--- config.mk ---
export PLATFORM = sky130hd
export DESIGN_NAME = four_bit_serial_sub
export DESIGN_NICKNAME = d
export VERILOG_FILES = /design/src/rtl/serial_sub_pkg.sv /design/src/rtl/full_subtractor.sv /design/src/rtl/four_bit_serial_sub.sv
export SDC_FILE = /design/constraint.sdc
export NUM_CORES = 1
export LEC_CHECK = 0
export BUFFER_PORTS_ARGS = -buffer_cell sky130_fd_sc_hd__buf_2
export CAP_MARGIN = 40
export CORE_MARGIN = 2
export CORE_UTILIZATION = 58
export CTS_BUF_LIST = sky130_fd_sc_hd__clkbuf_2
export DETAILED_ROUTE_END_ITERATION = 10
export GPL_TIMING_DRIVEN = 0
export HOLD_SLACK_MARGIN = 0.15
export PLACE_DENSITY = 0.9
export SKIP_LAST_GASP = 1
export SYNTH_ARGS = -nofsm -noshare
export SYNTH_HDL_FRONTEND = slang
export SYNTH_SLANG_ARGS = --single-unit
--- constraint.sdc ---
create_clock -name clk -period 2.7 [get_ports clk]
set_input_delay 0.27 -clock clk [delete_from_list [all_inputs] [get_ports clk]]
set_output_delay 0.27 -clock clk [all_outputs]
set_load 0.005 [all_outputs]
--- src/rtl/serial_sub_pkg.sv ---
// rtl/serial_sub_pkg.sv - shared types and constants for the bit-serial subtractor
package serial_sub_pkg;

  typedef enum logic [1:0] {
    IDLE  = 2'd0,
    SHIFT = 2'd1,
    DONE  = 2'd2
  } state_e;

  localparam int WIDTH_DEFAULT = 4;

  // Index counter width for a given operand width; never narrower than one bit.
  function automatic int idx_width(input int w);
    return (w <= 2) ? 1 : $clog2(w);
  endfunction

  localparam int IDX_W = idx_width(WIDTH_DEFAULT);

endpackage

--- src/rtl/full_subtractor.sv ---
// rtl/full_subtractor.sv - one-bit combinational full subtractor cell
module full_subtractor (
  input  logic A,
  input  logic B,
  input  logic Bin,
  output logic D,
  output logic Bout
);

  assign D    = A ^ B ^ Bin;
  assign Bout = (~A & B) | (~(A ^ B) & Bin);

endmodule

--- src/rtl/four_bit_serial_sub.sv ---
// rtl/four_bit_serial_sub.sv - LSB-first bit-serial subtractor; optional Ovf output under SERIAL_SUB_OVF_EN
module four_bit_serial_sub
  import serial_sub_pkg::*;
#(
  parameter int WIDTH = WIDTH_DEFAULT
) (
  input  logic             clk,
  input  logic             rst_n,
  input  logic             start,
  input  logic [WIDTH-1:0] A,
  input  logic [WIDTH-1:0] B,
  input  logic             Bin,
  output logic             busy,
  output logic             done,
  output logic [WIDTH-1:0] D,
`ifdef SERIAL_SUB_OVF_EN
  output logic             Ovf,
`endif
  output logic             Bout
);

  localparam int IW = idx_width(WIDTH);
  localparam logic [IW-1:0] LAST_IDX = IW'(WIDTH - 1);

  state_e           state_q, state_d;
  logic [IW-1:0]    idx_q, idx_d;
  logic [WIDTH-1:0] a_q, a_d;
  logic [WIDTH-1:0] b_q, b_d;
  logic             borrow_q, borrow_d;
  logic [WIDTH-1:0] d_q, d_d;
  logic             bout_q, bout_d;
`ifdef SERIAL_SUB_OVF_EN
  logic             ovf_q, ovf_d;
`endif

  logic cell_d, cell_bout;

  full_subtractor u_cell (
    .A    (a_q[idx_q]),
    .B    (b_q[idx_q]),
    .Bin  (borrow_q),
    .D    (cell_d),
    .Bout (cell_bout)
  );

  always_ff @(posedge clk or negedge rst_n) begin
    if (!rst_n) begin
      state_q  <= IDLE;
      idx_q    <= '0;
      a_q      <= '0;
      b_q      <= '0;
      borrow_q <= 1'b0;
      d_q      <= '0;
      bout_q   <= 1'b0;
`ifdef SERIAL_SUB_OVF_EN
      ovf_q    <= 1'b0;
`endif
    end else begin
      state_q  <= state_d;
      idx_q    <= idx_d;
      a_q      <= a_d;
      b_q      <= b_d;
      borrow_q <= borrow_d;
      d_q      <= d_d;
      bout_q   <= bout_d;
`ifdef SERIAL_SUB_OVF_EN
      ovf_q    <= ovf_d;
`endif
    end
  end

  always_comb begin
    state_d  = state_q;
    idx_d    = idx_q;
    a_d      = a_q;
    b_d      = b_q;
    borrow_d = borrow_q;
    d_d      = d_q;
    bout_d   = bout_q;
`ifdef SERIAL_SUB_OVF_EN
    ovf_d    = ovf_q;
`endif
    case (state_q)
      IDLE, DONE: begin
        if (start) begin
          a_d      = A;
          b_d      = B;
          borrow_d = Bin;
          idx_d    = '0;
          state_d  = SHIFT;
        end else if (state_q == DONE) begin
          state_d = IDLE;
        end
      end
      SHIFT: begin
        // After WIDTH shifts the first (LSB) difference bit has reached bit 0.
        d_d      = {cell_d, d_q[WIDTH-1:1]};
        borrow_d = cell_bout;
        idx_d    = idx_q + 1'b1;
        if (idx_q == LAST_IDX) begin
          bout_d  = cell_bout;
`ifdef SERIAL_SUB_OVF_EN
          ovf_d   = (a_q[WIDTH-1] ^ b_q[WIDTH-1]) & (cell_d ^ a_q[WIDTH-1]);
`endif
          state_d = DONE;
        end
      end
      default: state_d = IDLE;
    endcase
  end

  assign busy = (state_q == SHIFT);
  assign done = (state_q == DONE);
  assign D    = d_q;
  assign Bout = bout_q;
`ifdef SERIAL_SUB_OVF_EN
  assign Ovf  = ovf_q;
`endif

endmodule

==> results of run 1 <==
## tightest hold or removal path, cell delays in order
cell	delay, ns
sky130_fd_sc_hd__buf_2	0.07
sky130_fd_sc_hd__nand2_1	0.04
sky130_fd_sc_hd__nand2_1	0.05
## cells in the mapped netlist (all sizes together)
master   n
a21oi    1
nand2b   2
ha       1
dfrtp   18
mux2i    1
and2     1
nand2   34
nand3    1
a22o     1
o21ai    3
buf      2
mux2     2
nor2b    3
fa       1
nor2     1
inv      2
a211oi   1
clkbuf   1
mux4     2
## metrics by stage
stage               std cells  setup WS [ns]  utilization (%)  hold WS (ns)
floorplan                  78          0.974                -       -0.0256
global placement          111          0.895             70.4         0.210
detailed placement        111          0.860             70.4         0.211
CTS                       115          0.839             72.3         0.151
global route              116          0.809             73.1         0.157
finish                    116          0.846             73.1         0.156
## kinds of logic (layout without fill, tap and decap cells)
family | after synthesis | in the layout
AOI/OAI and AO/OA | 6 | 6
adders and majority gates | 2 | 2
buffers and inverters | 5 | 28
DFF | 18 | 18
muxes | 5 | 5
and+or+nand+nor | 42 | 42
## routing by layer
metal	vias to the layer above	share of wire [%]
met3	4	3.8
met5	-	0
li1	298	-
met1	281	46
met2	17	48
met4	0	1.6
## power by group through the flow
stage	registers (uW)	clock network, uW	logic (uW)
6_report	504	106	477
5_1_grt	522	121	552
4_1_cts	506	108	484
3_5_place_dp	512	0	481
3_3_place_gp	501	0	449
2_1_floorplan	488	0	349
## final cells by class
cell class | instances | area share [%]
timing repair buffer | 20 | 11.6
inverter | 2 | 1.05
sequential | 18 | 47.4
multi-input combinational | 55 | 34.3
buffer | 3 | 2.11
tap | 15 | 1.97
clock buffer | 3 | 1.58
## what timing repair did
| item | in CTS | in global routing |
|---|---|---|
| setup endpoints to repair | 0 | 0 |
| hold buffers | 1 | 1 |
| hold endpoints to repair | 18 | 1 |
## how the worst min path moves through the flow
stage,start,to,slack (ns),cells past startpoint
floorplan,rst_n,Bout$_DFFE_PN0P_,-0.03,0
global placement,rst_n,Bout$_DFFE_PN0P_,0.21,1
detailed placement,rst_n,D[2]$_DFFE_PN0P_,0.21,1
CTS,A[2],a_q[2]$_DFFE_PN0P_,0.15,3
global route,B[2],b_q[2]$_DFFE_PN0P_,0.16,3
finish,B[1],b_q[1]$_DFFE_PN0P_,0.16,3
## sequential cells by signal (all words and copies together), names as in the netlist
name,cells
b_q,4
state_q,2
borrow_q,1
Bout,1
idx_q,2
D,4
a_q,4
==> impl_metrics.prom, run 1 <==
# TYPE chip_impl_metric gauge
chip_impl_metric{name="layout.area.seq",unit="um2"} 450
chip_impl_metric{name="die_height",unit="um"} 41.3
chip_impl_metric{name="share_comb_of_total_power",unit="%"} 43.9
chip_impl_metric{name="fin_area",unit="um2"} 951
chip_impl_metric{name="worstRegToRegCells",unit=""} 3
chip_impl_metric{name="critPathBufInv",unit=""} 0
chip_impl_metric{name="grt_antenna_before_repair",unit=""} 0
chip_impl_metric{name="total_power",unit="uW"} 1090
chip_impl_metric{name="worstSkewPairLatency",unit="ns"} 0.29
chip_impl_metric{name="worst-endpoint-arrival",unit="ns"} 2.04
chip_impl_metric{name="fmax",unit="MHz"} 539
chip_impl_metric{name="post_drt_wl_per_cell",unit="um"} 12.6
chip_impl_metric{name="global_route.usage.met2",unit="%"} 35.9
chip_impl_metric{name="antenna_diode_count",unit=""} 0
chip_impl_metric{name="synth.cell_area",unit="um2"} 807
chip_impl_info{name="synth_area_leaders",value="sky130_fd_sc_hd__dfrtp_1 (56%), sky130_fd_sc_hd__nand2_1 (16%), sky130_fd_sc_hd__mux4_2 (5.6%)"} 1
chip_impl_metric{name="synth-adder-area-share",unit="%"} 4.03
chip_impl_metric{name="via_count_of_the_first_global_routing_pass",unit=""} 545
chip_impl_metric{name="area_delta_synth_final",unit="%"} 17.8
chip_impl_metric{name="detailed_route_iter0_violations",unit=""} 3
chip_impl_metric{name="synth_warnings",unit=""} 0
chip_impl_metric{name="design.die.area",unit="um2"} 1710
chip_impl_metric{name="crit_required",unit="ns"} 2.89
chip_impl_metric{name="numCtsBuffers",unit=""} 3
chip_impl_metric{name="min_period_over_period",unit="%"} 68.7
chip_impl_metric{name="place.gp.congestion",unit=""} 0.700
chip_impl_metric{name="grt_pass1_wl",unit="um"} 2220
chip_impl_info{name="cts_tree",value="built"} 1
chip_impl_metric{name="io-pin-count",unit=""} 19
chip_impl_info{name="critical_path.cell_chain",value="mux4_2, fa_1, mux2_4"} 1
chip_impl_metric{name="multi_input_logic_area",unit="um2"} 327
chip_impl_info{name="setup.worst_path.end",value="Bout$_DFFE_PN0P_"} 1
chip_impl_metric{name="peakVddDrop",unit="mV"} 0.598
chip_impl_metric{name="worst-slew-pin-transition",unit="ns"} 0.391
chip_impl_metric{name="cap_violations",unit=""} 0
chip_impl_metric{name="fin_crit_period",unit="ns"} 1.85
chip_impl_metric{name="antenna_violating_nets_post_route",unit=""} 0
chip_impl_info{name="critical_path_startpoint_category",value="flip-flop"} 1
chip_impl_metric{name="post_cts_resized",unit=""} 0
chip_impl_metric{name="globalRoute.totalOverflow",unit=""} 0
chip_impl_metric{name="start_util",unit="%"} 62.0
chip_impl_info{name="top_usage_layer",value="met2"} 1
chip_impl_info{name="post-synth-top-area-cell",value="sky130_fd_sc_hd__dfrtp_1"} 1
chip_impl_metric{name="complex_gate_fraction_of_the_synthesized_area",unit="%"} 4.50
chip_impl_metric{name="drc",unit=""} 0
chip_impl_info{name="setup_repair_after_global_routing_missed_its_margin",value="no"} 1
chip_impl_metric{name="wl",unit="um"} 1460
chip_impl_metric{name="grt_max_degree",unit=""} 19
chip_impl_metric{name="seqPwrFrac",unit="%"} 46.4
chip_impl_info{name="worstSetupEndpointType",value="flip-flop"} 1
chip_impl_metric{name="number_of_pins_exceeding_their_max_slew_limit_in_the_final_report",unit=""} 0
chip_impl_metric{name="cts.path.max_buffers",unit=""} 2
chip_impl_metric{name="max-slew-margin-rel",unit="%"} 74.0
chip_impl_info{name="synth_top_family_by_area",value="simple AND/OR/NAND/NOR gates"} 1
chip_impl_info{name="outcome",value="finished clean"} 1
chip_impl_info{name="root_buffer",value="sky130_fd_sc_hd__clkbuf_2"} 1
chip_impl_metric{name="via_per_inst",unit=""} 5.17
chip_impl_metric{name="yosys.area_share.xor_xnor",unit="%"} 0
chip_impl_info{name="critPathKind",value="reg2reg"} 1
chip_impl_metric{name="yosysSeqAreaShare",unit="%"} 55.8
chip_impl_metric{name="synth.mux.area_fraction",unit="%"} 10.1
chip_impl_metric{name="clock-skew-final",unit="ns"} 0.00393
chip_impl_metric{name="drt_pass1_iterations",unit=""} 3
chip_impl_metric{name="synthDominantCellAreaShare",unit="%"} 55.8
chip_impl_metric{name="worst_setup_hold_path_clk_slew",unit="ns"} 0.15
chip_impl_metric{name="relative_contribution_of_the_clock_network_to_total_power",unit="%"} 9.8
chip_impl_metric{name="cp_slowest_stage_delay",unit="ns"} 0.56
chip_impl_metric{name="leakage",unit="uW"} 0.000502
chip_impl_metric{name="floorplan.die.width",unit="um"} 41.3
chip_impl_metric{name="hold_viol_final",unit=""} 0
chip_impl_metric{name="final_layout_size_suffix_gt1_share",unit="%"} 28.7
chip_impl_metric{name="fill_count",unit=""} 102
chip_impl_metric{name="critical_path_peak_fanout",unit=""} 5
chip_impl_metric{name="detailed_place.area",unit="um2"} 916
chip_impl_metric{name="final_nets",unit=""} 117
chip_impl_info{name="crit_start",value="idx_q[0]$_DFFE_PN0P_"} 1
chip_impl_metric{name="core",unit="um2"} 1300
chip_impl_info{name="regToRegStartpoint",value="idx_q[0]$_DFFE_PN0P_"} 1
chip_impl_metric{name="synth.ff_latch_count",unit=""} 18
chip_impl_metric{name="fin_tns_setup",unit="ns"} 0
chip_impl_info{name="r2r_end",value="Bout$_DFFE_PN0P_"} 1
chip_impl_metric{name="power_report.internal_total",unit="uW"} 680
chip_impl_metric{name="cts-htree-levels",unit=""} 1
chip_impl_metric{name="power.net_switching",unit="uW"} 407
chip_impl_metric{name="postSynthNetCount",unit=""} 92
chip_impl_info{name="cell_with_the_largest_stage_delay_on_the_worst_path",value="sky130_fd_sc_hd__mux4_2"} 1
chip_impl_metric{name="worst-path-stages",unit=""} 3
chip_impl_metric{name="num_vias",unit=""} 600
chip_impl_metric{name="synth.distinct_cells",unit=""} 22
chip_impl_metric{name="power_per_cell_area",unit="nW/um2"} 1140
chip_impl_info{name="min-delay-path-class",value="in2reg"} 1
chip_impl_metric{name="timing.reg2reg.setup_slack",unit="ns"} 0.85
chip_impl_metric{name="synthCells",unit=""} 78
chip_impl_metric{name="sw_share",unit="%"} 37.4
chip_impl_info{name="critical_path.top_delay_family",value="multiplexers"} 1
chip_impl_info{name="final_cell_mix",value="sky130_fd_sc_hd__nand2_1 (34), sky130_fd_sc_hd__buf_2 (19), sky130_fd_sc_hd__dfrtp_1 (18)"} 1
chip_impl_metric{name="row_count",unit=""} 13
chip_impl_metric{name="track_usage",unit="%"} 21.0
chip_impl_metric{name="setup_viol",unit=""} 0
chip_impl_metric{name="global_route.usage.met3",unit="%"} 3.19
chip_impl_metric{name="groute.layer.met1.usage",unit="%"} 25.2
chip_impl_metric{name="syn_area_per_cell",unit="um2"} 10.3
chip_impl_metric{name="post_cts.repair.setup_buffers",unit=""} 0
chip_impl_metric{name="cts_sinks",unit=""} 18
chip_impl_info{name="final_common_cell",value="sky130_fd_sc_hd__nand2_1"} 1
chip_impl_metric{name="io_buffers",unit=""} 18
chip_impl_metric{name="synth_simple_gate_area_share",unit="%"} 21.9
Note: power is estimated with default switching activity, not from simulation.
==> run 2: changes to the inputs <==
--- a/config.mk
+++ b/config.mk
@@ -8,12 +8,12 @@
 export BUFFER_PORTS_ARGS = -buffer_cell sky130_fd_sc_hd__buf_2
 export CAP_MARGIN = 40
 export CORE_MARGIN = 2
-export CORE_UTILIZATION = 58
+export CORE_UTILIZATION = 48
 export CTS_BUF_LIST = sky130_fd_sc_hd__clkbuf_2
 export DETAILED_ROUTE_END_ITERATION = 10
 export GPL_TIMING_DRIVEN = 0
 export HOLD_SLACK_MARGIN = 0.15
-export PLACE_DENSITY = 0.9
+export PLACE_DENSITY = 0.8
 export SKIP_LAST_GASP = 1
 export SYNTH_ARGS = -nofsm -noshare
 export SYNTH_HDL_FRONTEND = slang
==> constraint.sdc (replaced) <==
create_clock -name clk -period 1.6 [get_ports clk]
set_input_delay 0.16 -clock clk [delete_from_list [all_inputs] [get_ports clk]]
set_output_delay 0.16 -clock clk [all_outputs]
set_load 0.005 [all_outputs]
==> impl_metrics.prom, run 2 (synthesis gave the netlist of run 1 again) <==
# TYPE chip_impl_metric gauge
chip_impl_info{name="outcome",value="complete, but fails checks"} 1
chip_impl_info{name="violations",value="negative setup slack"} 1
chip_impl_info{name="root_buffer",value="sky130_fd_sc_hd__clkbuf_2"} 1
chip_impl_metric{name="antenna_diode_count",unit=""} 0
chip_impl_metric{name="cts.path.max_buffers",unit=""} 2
chip_impl_metric{name="grt_antenna_before_repair",unit=""} 0
chip_impl_info{name="cts_tree",value="built"} 1
chip_impl_metric{name="numCtsBuffers",unit=""} 3
chip_impl_metric{name="leakage",unit="uW"} 0.000540
chip_impl_metric{name="max-slew-margin-rel",unit="%"} 74.1
chip_impl_metric{name="core",unit="um2"} 1540
chip_impl_metric{name="setup_viol",unit=""} 3
chip_impl_metric{name="floorplan.die.width",unit="um"} 45.0
chip_impl_metric{name="crit_required",unit="ns"} 1.82
chip_impl_metric{name="place.gp.congestion",unit=""} 0.745
chip_impl_metric{name="via_per_inst",unit=""} 5.02
chip_impl_metric{name="io-pin-count",unit=""} 19
chip_impl_metric{name="worstSkewPairLatency",unit="ns"} 0.30
chip_impl_info{name="worstSetupEndpointType",value="flip-flop"} 1
chip_impl_metric{name="worst-endpoint-arrival",unit="ns"} 1.87
chip_impl_metric{name="drt_pass1_iterations",unit=""} 4
chip_impl_metric{name="peakVddDrop",unit="mV"} 0.954
chip_impl_metric{name="final.hold.worst_slack",unit="ns"} 0.176
chip_impl_metric{name="row_count",unit=""} 14
chip_impl_metric{name="min_period_over_period",unit="%"} 103
chip_impl_metric{name="fill_count",unit=""} 125
chip_impl_metric{name="num_vias",unit=""} 637
chip_impl_metric{name="cap_violations",unit=""} 0
chip_impl_metric{name="wl",unit="um"} 1460
chip_impl_info{name="final_common_cell",value="sky130_fd_sc_hd__nand2_1"} 1
chip_impl_metric{name="final_nets",unit=""} 126
chip_impl_metric{name="post_drt_wl_per_cell",unit="um"} 11.5
chip_impl_metric{name="track_usage",unit="%"} 18.8
chip_impl_metric{name="io_buffers",unit=""} 18
chip_impl_metric{name="area_delta_synth_final",unit="%"} 29.8
chip_impl_metric{name="detailed_place.area",unit="um2"} 920
chip_impl_metric{name="worst_setup_hold_path_clk_slew",unit="ns"} 0.16
chip_impl_info{name="critical_path.top_delay_family",value="multiplexers"} 1
chip_impl_info{name="critical_path_startpoint_category",value="flip-flop"} 1
chip_impl_metric{name="antenna_violating_nets_post_route",unit=""} 0
chip_impl_metric{name="fmax",unit="MHz"} 606
chip_impl_info{name="cell_with_the_largest_stage_delay_on_the_worst_path",value="sky130_fd_sc_hd__mux4_2"} 1
chip_impl_info{name="min-delay-path-class",value="in2reg"} 1
chip_impl_metric{name="hold_viol_final",unit=""} 0
chip_impl_metric{name="die_height",unit="um"} 45.0
chip_impl_metric{name="globalRoute.totalOverflow",unit=""} 0
chip_impl_metric{name="design.die.area",unit="um2"} 2030
chip_impl_metric{name="setup_ws",unit="ns"} -0.0514
chip_impl_metric{name="grt_pass1_wl",unit="um"} 2660
chip_impl_metric{name="cts_sinks",unit=""} 18
chip_impl_metric{name="hpwlAfterDp",unit="um"} 976
chip_impl_info{name="critical_path.cell_chain",value="mux4_2, fa_2, mux2_4"} 1
chip_impl_info{name="final_cell_mix",value="sky130_fd_sc_hd__nand2_1 (34), sky130_fd_sc_hd__buf_2 (19), sky130_fd_sc_hd__dfrtp_1 (17)"} 1
chip_impl_metric{name="critical_path_peak_fanout",unit=""} 3
chip_impl_metric{name="fin_area",unit="um2"} 1050
chip_impl_info{name="setup_repair_after_global_routing_missed_its_margin",value="yes"} 1
chip_impl_metric{name="fin_crit_period",unit="ns"} 1.65
chip_impl_metric{name="critPathBufInv",unit=""} 0
chip_impl_info{name="critPathKind",value="reg2reg"} 1
chip_impl_metric{name="drc",unit=""} 0
chip_impl_metric{name="post_layout_nonfiller_instances",unit=""} 127
chip_impl_metric{name="start_util",unit="%"} 52.4
chip_impl_metric{name="final_layout_size_suffix_gt1_share",unit="%"} 28.8
chip_impl_metric{name="dpl.cell_count",unit=""} 112
chip_impl_metric{name="grt_max_degree",unit=""} 19
chip_impl_metric{name="number_of_pins_exceeding_their_max_slew_limit_in_the_final_report",unit=""} 0
chip_impl_metric{name="clock-skew-final",unit="ns"} 0.00309
chip_impl_metric{name="power_per_cell_area",unit="nW/um2"} 1790
chip_impl_metric{name="cts-htree-levels",unit=""} 1
chip_impl_metric{name="worst-slew-pin-transition",unit="ns"} 0.389
chip_impl_metric{name="via_count_of_the_first_global_routing_pass",unit=""} 618
chip_impl_metric{name="detailed_route_iter0_violations",unit=""} 5
chip_impl_metric{name="cp_slowest_stage_delay",unit="ns"} 0.52
==> run 2: path summary, 6_finish.rpt <==
kind / to / from / slack [ns] / cells past startpoint
worst max-delay path: Bout$_DFFE_PN0P_ / idx_q[0]$_DFFE_PN0P_ / -0.05 / 3
worst min-delay path: borrow_q$_DFFE_PN0P_ / start / 0.18 / 3
worst max register to register: Bout$_DFFE_PN0P_ / idx_q[0]$_DFFE_PN0P_ / -0.05 / 3
worst min register to register: b_q[2]$_DFFE_PN0P_ / b_q[2]$_DFFE_PN0P_ / 0.50 / 2
max in group asynchronous: idx_q[0]$_DFFE_PN0P_ / rst_n / 1.03 / 2
min in group asynchronous: state_q[0]$_DFFE_PN0P_ / rst_n / 0.27 / 2
==> run 2: layer usage <==
layer / vias to the layer above / global-route usage [%] / routed length (um)
li1: 314 / - / -
met1: 295 / 22.0 / 645
met2: 23 / 32.0 / 715
met3: 5 / 3.60 / 63
met4: 0 / 10.6 / 35
met5: - / 0 / 0
==> run 2: repair_timing <==
action / in CTS / in global routing
pin swaps: 1 / 0
setup buffers: 1 / 0
setup endpoints to repair: 3 / 3
gates resized for setup: 1 / 0
hold buffers: 10 / 0
endpoints found under the hold margin: 27 / 0
==> run 2: final cells by class <==
class	instances	area [um2]	share of cell area, %
sequential	18	452	43.1
multi-input combinational	55	329	31.4
timing repair buffer	29	198	18.9
buffer	3	20.0	1.91
tap	16	20.0	1.91
clock buffer	3	15.0	1.43
inverter	2	10.0	0.956
clock inverter	1	3.75	0.358
==> run 2: worst min-delay path, stage by stage <==
cell and delay, ns:
sky130_fd_sc_hd__buf_2 0.12, sky130_fd_sc_hd__a211oi_1 0.07, sky130_fd_sc_hd__a21oi_1 0.11
==> run 2: stage by stage <==
step           TNS [ns]  worst slack [ns]  util [%]  power (uW)
4_1_cts          -0.135           -0.0681      67.9        1900
2_1_floorplan   -0.0773           -0.0522         -        1430
5_1_grt          -0.214           -0.0823      67.9        2080
6_report        -0.0709           -0.0514      67.9        1870
3_5_place_dp     -0.321            -0.131      59.7        1670
3_3_place_gp     -0.282            -0.120      59.7        1630
==> run 2: where the power goes <==
group / switching, uW / leakage [uW] / total, uW / internal, uW
sequential: 169 / 0.000221 / 844 / 675
combinational: 376 / 0.000305 / 835 / 459
clock: 139 / 0.0000140 / 193 / 54.3
